[src/rtl/instr_exec_sequencer_if.sv]
// Instruction-fetch and result handshake bundle for instr_exec_sequencer.
//   read_pointer            : address driven to the instruction register
//   instr_opcode/operand_a/b: registered instruction word (one cycle after read_pointer)
//   res_valid/res_ready     : result handshake
//   res_data/opcode/ptr/div_zero : result payload, held stable while stalled
// master = sequencer side, slave = register + result consumer side.
interface instr_exec_sequencer_if #(
  parameter int ADDR_W = 5,
  parameter int OPND_W = 32,
  parameter int RES_W  = 64
);
  logic        [ADDR_W-1:0] read_pointer;
  logic        [2:0]        instr_opcode;
  logic signed [OPND_W-1:0] instr_operand_a;
  logic signed [OPND_W-1:0] instr_operand_b;
  logic                     res_valid;
  logic                     res_ready;
  logic signed [RES_W-1:0]  res_data;
  logic        [2:0]        res_opcode;
  logic        [ADDR_W-1:0] res_ptr;
  logic                     res_div_zero;

  modport master (
    output read_pointer, res_valid, res_data, res_opcode, res_ptr, res_div_zero,
    input  instr_opcode, instr_operand_a, instr_operand_b, res_ready
  );
  modport slave (
    input  read_pointer, res_valid, res_data, res_opcode, res_ptr, res_div_zero,
    output instr_opcode, instr_operand_a, instr_operand_b, res_ready
  );
endinterface

[src/rtl/instr_exec_sequencer.sv]
// Walks a range of instruction-register addresses, executes each instruction
// word (single-cycle ALU ops or a restoring signed divider for DIV/MOD) and
// presents each result on a valid/ready handshake.
//   clk, reset_n : clock, async active-low reset
//   start        : run launch pulse (ignored while busy)
//   first_ptr    : first address of the run, count: number of instructions (0..2**ADDR_W)
//   busy, done   : run in progress / one-cycle end-of-run pulse
//   bus          : instruction fetch + result handshake (master side)
module instr_exec_sequencer #(
  parameter int ADDR_W = 5,
  parameter int OPND_W = 32,
  parameter int RES_W  = 64
) (
  input  logic                clk,
  input  logic                reset_n,
  input  logic                start,
  input  logic [ADDR_W-1:0]   first_ptr,
  input  logic [ADDR_W:0]     count,
  output logic                busy,
  output logic                done,
  instr_exec_sequencer_if.master bus
);
  localparam int CNT_W = $clog2(OPND_W + 1);
  localparam logic [2:0] OP_ZERO = 3'd0, OP_PASSA = 3'd1, OP_PASSB = 3'd2, OP_ADD = 3'd3,
                         OP_SUB  = 3'd4, OP_MULT  = 3'd5, OP_DIV   = 3'd6, OP_MOD = 3'd7;

  typedef enum logic [2:0] {IDLE, FETCH, CAPTURE, EXEC, DIVIDE, OUTPUT} state_t;
  state_t state, state_nxt;

  logic        [ADDR_W-1:0] ptr;
  logic        [ADDR_W:0]   remaining;
  logic        [2:0]        w_op;
  logic signed [OPND_W-1:0] w_a, w_b;
  logic        [OPND_W-1:0] rem, quo, dvs, abs_a, abs_b;
  logic        [OPND_W:0]   rem_sh, diff;
  logic        [CNT_W-1:0]  dcnt;
  logic signed [RES_W-1:0]  a_x, b_x, alu_res, div_res, mod_res;
  logic        [RES_W-1:0]  q_ext, r_ext;
  logic                     cap_div, accept, last, div_last;

  assign bus.read_pointer = ptr;
  assign cap_div  = (bus.instr_opcode[2:1] == 2'b11) && (bus.instr_operand_b != '0);
  assign accept   = (state == OUTPUT) && bus.res_ready;
  assign last     = (remaining == (ADDR_W+1)'(1));
  assign div_last = (dcnt == CNT_W'(OPND_W));

  always_ff @(posedge clk or negedge reset_n)
    if (!reset_n) state <= IDLE;
    else          state <= state_nxt;

  always_comb begin
    state_nxt = state;
    case (state)
      IDLE:    if (start && count != '0) state_nxt = FETCH;
      FETCH:   state_nxt = CAPTURE;
      CAPTURE: state_nxt = cap_div ? DIVIDE : EXEC;
      EXEC:    state_nxt = OUTPUT;
      DIVIDE:  if (div_last) state_nxt = OUTPUT;
      OUTPUT:  if (accept) state_nxt = last ? IDLE : FETCH;
      default: state_nxt = IDLE;
    endcase
  end

  always_comb begin
    abs_a = bus.instr_operand_a[OPND_W-1] ? -bus.instr_operand_a : bus.instr_operand_a;
    abs_b = bus.instr_operand_b[OPND_W-1] ? -bus.instr_operand_b : bus.instr_operand_b;
    a_x   = {{(RES_W-OPND_W){w_a[OPND_W-1]}}, w_a};
    b_x   = {{(RES_W-OPND_W){w_b[OPND_W-1]}}, w_b};
    case (w_op)
      OP_PASSA: alu_res = a_x;
      OP_PASSB: alu_res = b_x;
      OP_ADD:   alu_res = a_x + b_x;
      OP_SUB:   alu_res = a_x - b_x;
      OP_MULT:  alu_res = a_x * b_x;
      default:  alu_res = '0;         // ZERO, and DIV/MOD by zero
    endcase
    // Magnitude quotient is zero-extended first so -2**31 / -1 stays +2**31.
    q_ext   = {{(RES_W-OPND_W){1'b0}}, quo};
    r_ext   = {{(RES_W-OPND_W){1'b0}}, rem};
    div_res = (w_a[OPND_W-1] ^ w_b[OPND_W-1]) ? -q_ext : q_ext;
    mod_res = w_a[OPND_W-1] ? -r_ext : r_ext;
    // Restoring step: partial remainder stays below the divisor, so it
    // always fits OPND_W bits after the subtract-or-keep decision.
    rem_sh  = {rem, quo[OPND_W-1]};
    diff    = rem_sh - {1'b0, dvs};
  end

  always_ff @(posedge clk or negedge reset_n) begin
    if (!reset_n) begin
      ptr <= '0; remaining <= '0; busy <= 1'b0; done <= 1'b0;
      w_op <= '0; w_a <= '0; w_b <= '0;
      rem <= '0; quo <= '0; dvs <= '0; dcnt <= '0;
      bus.res_valid <= 1'b0; bus.res_data <= '0; bus.res_opcode <= '0;
      bus.res_ptr <= '0; bus.res_div_zero <= 1'b0;
    end else begin
      done <= 1'b0;
      case (state)
        IDLE: if (start) begin
          if (count == '0) done <= 1'b1;
          else begin
            ptr <= first_ptr; remaining <= count; busy <= 1'b1;
          end
        end
        CAPTURE: begin
          w_op <= bus.instr_opcode; w_a <= bus.instr_operand_a; w_b <= bus.instr_operand_b;
          rem <= '0; quo <= abs_a; dvs <= abs_b; dcnt <= '0;
        end
        EXEC: begin
          bus.res_valid    <= 1'b1;
          bus.res_data     <= alu_res;
          bus.res_opcode   <= w_op;
          bus.res_ptr      <= ptr;
          bus.res_div_zero <= (w_op == OP_DIV) || (w_op == OP_MOD);
        end
        DIVIDE: if (!div_last) begin
          if (!diff[OPND_W]) begin
            rem <= diff[OPND_W-1:0]; quo <= {quo[OPND_W-2:0], 1'b1};
          end else begin
            rem <= rem_sh[OPND_W-1:0]; quo <= {quo[OPND_W-2:0], 1'b0};
          end
          dcnt <= dcnt + CNT_W'(1);
        end else begin
          bus.res_valid    <= 1'b1;
          bus.res_data     <= (w_op == OP_MOD) ? mod_res : div_res;
          bus.res_opcode   <= w_op;
          bus.res_ptr      <= ptr;
          bus.res_div_zero <= 1'b0;
        end
        OUTPUT: if (bus.res_ready) begin
          bus.res_valid <= 1'b0;
          remaining     <= remaining - (ADDR_W+1)'(1);
          if (last) begin
            done <= 1'b1; busy <= 1'b0;
          end else ptr <= ptr + ADDR_W'(1);
        end
        default: ;
      endcase
    end
  end
endmodule

[src/flat_wrapper.sv]
// flat-port wrapper written by rule: the top's interface ports become plain ports
module instr_exec_sequencer_flat 
#(
  parameter int ADDR_W = 5,
  parameter int OPND_W = 32,
  parameter int RES_W  = 64
)
  (clk, reset_n, start, first_ptr, count, busy, done, bus_read_pointer, bus_res_valid, bus_res_data, bus_res_opcode, bus_res_ptr, bus_res_div_zero, bus_instr_opcode, bus_instr_operand_a, bus_instr_operand_b, bus_res_ready);
  instr_exec_sequencer_if #(.ADDR_W(ADDR_W), .OPND_W(OPND_W), .RES_W(RES_W)) bus_i ();
  input  logic clk;
  input  logic reset_n;
  input  logic start;
  input  logic [ADDR_W-1:0] first_ptr;
  input  logic [ADDR_W:0] count;
  output logic busy;
  output logic done;
  output wire logic [$bits(bus_i.read_pointer)-1:0] bus_read_pointer;
  output wire logic [$bits(bus_i.res_valid)-1:0] bus_res_valid;
  output wire logic [$bits(bus_i.res_data)-1:0] bus_res_data;
  output wire logic [$bits(bus_i.res_opcode)-1:0] bus_res_opcode;
  output wire logic [$bits(bus_i.res_ptr)-1:0] bus_res_ptr;
  output wire logic [$bits(bus_i.res_div_zero)-1:0] bus_res_div_zero;
  input wire logic [$bits(bus_i.instr_opcode)-1:0] bus_instr_opcode;
  input wire logic [$bits(bus_i.instr_operand_a)-1:0] bus_instr_operand_a;
  input wire logic [$bits(bus_i.instr_operand_b)-1:0] bus_instr_operand_b;
  input wire logic [$bits(bus_i.res_ready)-1:0] bus_res_ready;
  assign bus_read_pointer = bus_i.read_pointer;
  assign bus_res_valid = bus_i.res_valid;
  assign bus_res_data = bus_i.res_data;
  assign bus_res_opcode = bus_i.res_opcode;
  assign bus_res_ptr = bus_i.res_ptr;
  assign bus_res_div_zero = bus_i.res_div_zero;
  assign bus_i.instr_opcode = bus_instr_opcode;
  assign bus_i.instr_operand_a = bus_instr_operand_a;
  assign bus_i.instr_operand_b = bus_instr_operand_b;
  assign bus_i.res_ready = bus_res_ready;
  instr_exec_sequencer #(.ADDR_W(ADDR_W), .OPND_W(OPND_W), .RES_W(RES_W)) u_core (.clk(clk), .reset_n(reset_n), .start(start), .first_ptr(first_ptr), .count(count), .busy(busy), .done(done), .bus(bus_i));
endmodule
[config.mk]
export PLATFORM = sky130hd
export DESIGN_NAME = instr_exec_sequencer_flat
export DESIGN_NICKNAME = d
export VERILOG_FILES = /design/src/rtl/instr_exec_sequencer_if.sv /design/src/rtl/instr_exec_sequencer.sv /design/src/flat_wrapper.sv
export SDC_FILE = /design/constraint.sdc
export NUM_CORES = 2
export LEC_CHECK = 0
export CORE_ASPECT_RATIO = 0.75
export CORE_MARGIN = 10
export CORE_UTILIZATION = 45
export CTS_BUF_LIST = sky130_fd_sc_hd__clkbuf_16
export DETAILED_ROUTE_END_ITERATION = 6
export DONT_BUFFER_PORTS = 1
export GPL_TIMING_DRIVEN = 1
export SLEW_MARGIN = 20
export SYNTH_ARGS = -nofsm -noshare
export SYNTH_HDL_FRONTEND = slang
export SYNTH_SLANG_ARGS = --single-unit
[constraint.sdc]
create_clock -name clk -period 22.8 [get_ports clk]
set_clock_uncertainty 0.1 [all_clocks]
set_input_delay 3.42 -clock clk [delete_from_list [all_inputs] [get_ports clk]]
set_output_delay 3.42 -clock clk [all_outputs]
set_load 0.02 [all_outputs]
==> qor.csv <==
metric;value;unit
start_kind;flop;
ctsResizeCount;0;
drc;0;
synth_area;55670;sq um
reg2reg_from;u_core.w_b[4];
cp-end-kind;flop;
grt_pass1_wl;302600;microns
drive_gt1_share;3.380;%
hpwl;150300;microns
cpLargestDelayFamily;adder cells;
design.die.area;138300;sq um
drt_first_pass_iters;7;
synth.largest_area_cell;fa_1;
relSlewSlack;20.23;%
ys_ff_latch;258;
grtUsageTotal;28.50;%
multi_input_area;43860;sq um
netlist_instances;6298;
pin_count;163;
status;completed;
clk_latency;0.65;ns
yosys_warnings;0;
path_buf_inv;2;
synth_compound_area_share;12.07;%
synth_edf_count;0;
async_flop_share;100.0;%
clk_pin_slew;0.08;ns
cts_made_buffers;28;
grt_max_degree;259;
cts_tree;done;
initial_core_util;45.44;%
max_cap_viol_count;0;
synth.avg_cell_area;8.839;sq um
die_h;324.6;microns
vias_per_cell;5.816;
fin_crit_sh;42.48;%
dr_total_vias;44982;
synth_nets;7757;
synth_cell_types;86;
finalMaxSlewViolations;0;
yosysMostFrequentCell;inv_1;
r2r_slack;13.12;ns
hold_ws;0.3788;ns
synthTopCellsByArea;fa_1 (39%), dfrtp_1 (12%), inv_1 (7.4%);
htreeDepth;1;
core-area;122500;sq um
rsz0062_at_grt;no;
fin_nets;7534;
hold_buffers;0;
post_cts_buffers;0;
synth_common_cells;inv_1 (1092), fa_1 (1085), nand2_1 (824);
synth_largest_type_area_fraction;39.02;%
synth_xor_area_share;3.399;%
routabilityCongestion;1.006;
muxShareOfSynthArea;0.9822;%
worst_pin_slew;1.184;ns
min_period;9.685;ns
synth_top_family_by_area;adder cells;
r2r-end;u_core.bus.res_data[62];
crit_path_max_fanout;23;
yosysSeqAreaShare;11.60;%
clock-sinks;258;
r2r.worst_path.cells;22;
grt_overflow;0;
register_area;6460;sq um
syn_to_final_growth;4.347;%
ant_nets;0;
crit_arrival;10.09;ns
die_w;426.1;microns
fmax;103.3;MHz
wire_per_inst;25.40;microns
yosys.area_share.simple;16.59;%
crit_type;reg -> reg;
slowest_stage;fa_2;
crit_path_cell_trace;buf_4 > inv_1 > nor2_1 > fa_1 > fa_1 > fa_2 > fa_1 > fa_1 > fa_1 > fa_1 > fa_1 > ha_1 > nand4_1 > nor3_1 > and3_1 > nand2_1 > a21oi_1 > o31ai_1 > o31ai_1 > a221oi_1 > nor4b_1 > or3_1;
grt_pass1_vias;46160;
hp-start;u_core.dvs[21];
hp-class;reg -> reg;
tns;0;ns
hold_violations;0;
port-buffer-count;0;
clk_path_buf_depth;3;
num_rows;111;
cpPeakStageDelay;0.87;ns
synth_flop_cell;dfrtp_1;
setup_viol;0;
yosys.area_share.adder;45.58;%
antenna_found_initial;5;
path_common_cell;fa_1;
hold_end;u_core.dvs[21];
hold_depth;2;
wl;196400;microns
clockRootBuffer;clkbuf_16;
cp.required;23.21;ns
nFillCells;11880;
drtIter0Drc;4420;
==> cell families (layout without fill, tap and decap cells) <==
| kind of cell | count (synthesis) | count (layout) |
|---|---|---|
| XOR/XNOR | 216 | 216 |
| multiplexers | 53 | 53 |
| adder cells (fa/ha/maj) | 1377 | 1377 |
| AO/OA/AOI/OAI | 1035 | 1035 |
| AND/OR/NAND/NOR | 1913 | 1913 |
| flip-flops | 258 | 258 |
| other | 0 | 1 |
| buffers and inverters | 1446 | 1243 |
==> state kept, by name (all words and copies together) (netlist names) <==
register and flops:
u_core.bus.res_valid 1, u_core.busy 1, u_core.dcnt 6, u_core.remaining 6
u_core.bus.res_opcode 3, u_core.dvs 32, u_core.quo 32, u_core.bus.res_ptr 5
u_core.w_b 31, u_core.done 1, u_core.w_op 3, u_core.w_a 32
u_core.bus.res_div_zero 1, u_core.bus.res_data 64, u_core.bus.read_pointer 5, u_core.rem 32
u_core.state 3
==> metal layers <==
layer  track usage (%)  part of all wire, %  vias to the layer above
met5                 0               0.0066                        -
met4             9.086                  4.0                        2
met3             6.511                   10                      365
met2             41.28                   42                     2133
met1             41.86                   44                    23061
li1                  -                    -                    19421
==> worst register-to-register path: cells and delay by family, from the launching register on <==
kind,cells,cell delay (ns)
fa+ha+maj,9,4.94
simple gates,7,1.75
compound gates,4,1.53
buf+inv,2,0.63
flops,1,0.58
==> cells in the final DEF, fill, tap and decap left out, types with 121 or more instances in the layout <==
cell type / instances
o21ai_0: 310
dfrtp_1: 255
a21oi_1: 225
xor2_1: 121
ha_1: 292
nand2_1: 822
nor2_1: 260
inv_1: 1101
fa_1: 1084
and2_1: 480
==> area by class of cell <==
| cell class | count | share of cell area [%] |
|---|---|---|
| multi-input combinational | 4594 | 75.51 |
| clock inverter | 22 | 0.2779 |
| timing repair buffer | 99 | 1.280 |
| tap | 1638 | 3.528 |
| sequential | 258 | 11.12 |
| clock buffer | 28 | 1.206 |
| antenna | 1 | 0.004308 |
| inverter | 1094 | 7.070 |
==> stage by stage <==
| step | setup slack (ns) | cell area (sq um) | std cells | util (%) |
|---|---|---|---|---|
| 2_1_floorplan | 13.80 | 55670 | 6298 | - |
| 3_3_place_gp | 13.34 | 57210 | 7683 | 46.71 |
| 3_5_place_dp | 13.37 | 57210 | 7683 | 46.71 |
| 4_1_cts | 13.27 | 58080 | 7733 | 47.41 |
| 5_1_grt | 12.74 | 58080 | 7733 | 47.42 |
| 6_report | 13.12 | 58090 | 7734 | 47.42 |
==> how the worst max path moves through the flow <==
stage / from / slack, ns / cells after the start / endpoint
2_1_floorplan: u_core.w_a[31] / 13.80 / 25 / u_core.bus.res_data[62]
3_3_place_gp: u_core.w_a[31] / 13.34 / 23 / u_core.bus.res_data[62]
3_5_place_dp: u_core.w_a[31] / 13.37 / 23 / u_core.bus.res_data[62]
4_1_cts: u_core.w_b[7] / 13.27 / 23 / u_core.bus.res_data[62]
5_1_grt: u_core.w_a[31] / 12.74 / 23 / u_core.bus.res_data[62]
6_report: u_core.w_b[4] / 13.12 / 22 / u_core.bus.res_data[62]
Power is not shown: default switching activity piles up to over one toggle a cycle in this logic, so the estimate is an artifact.
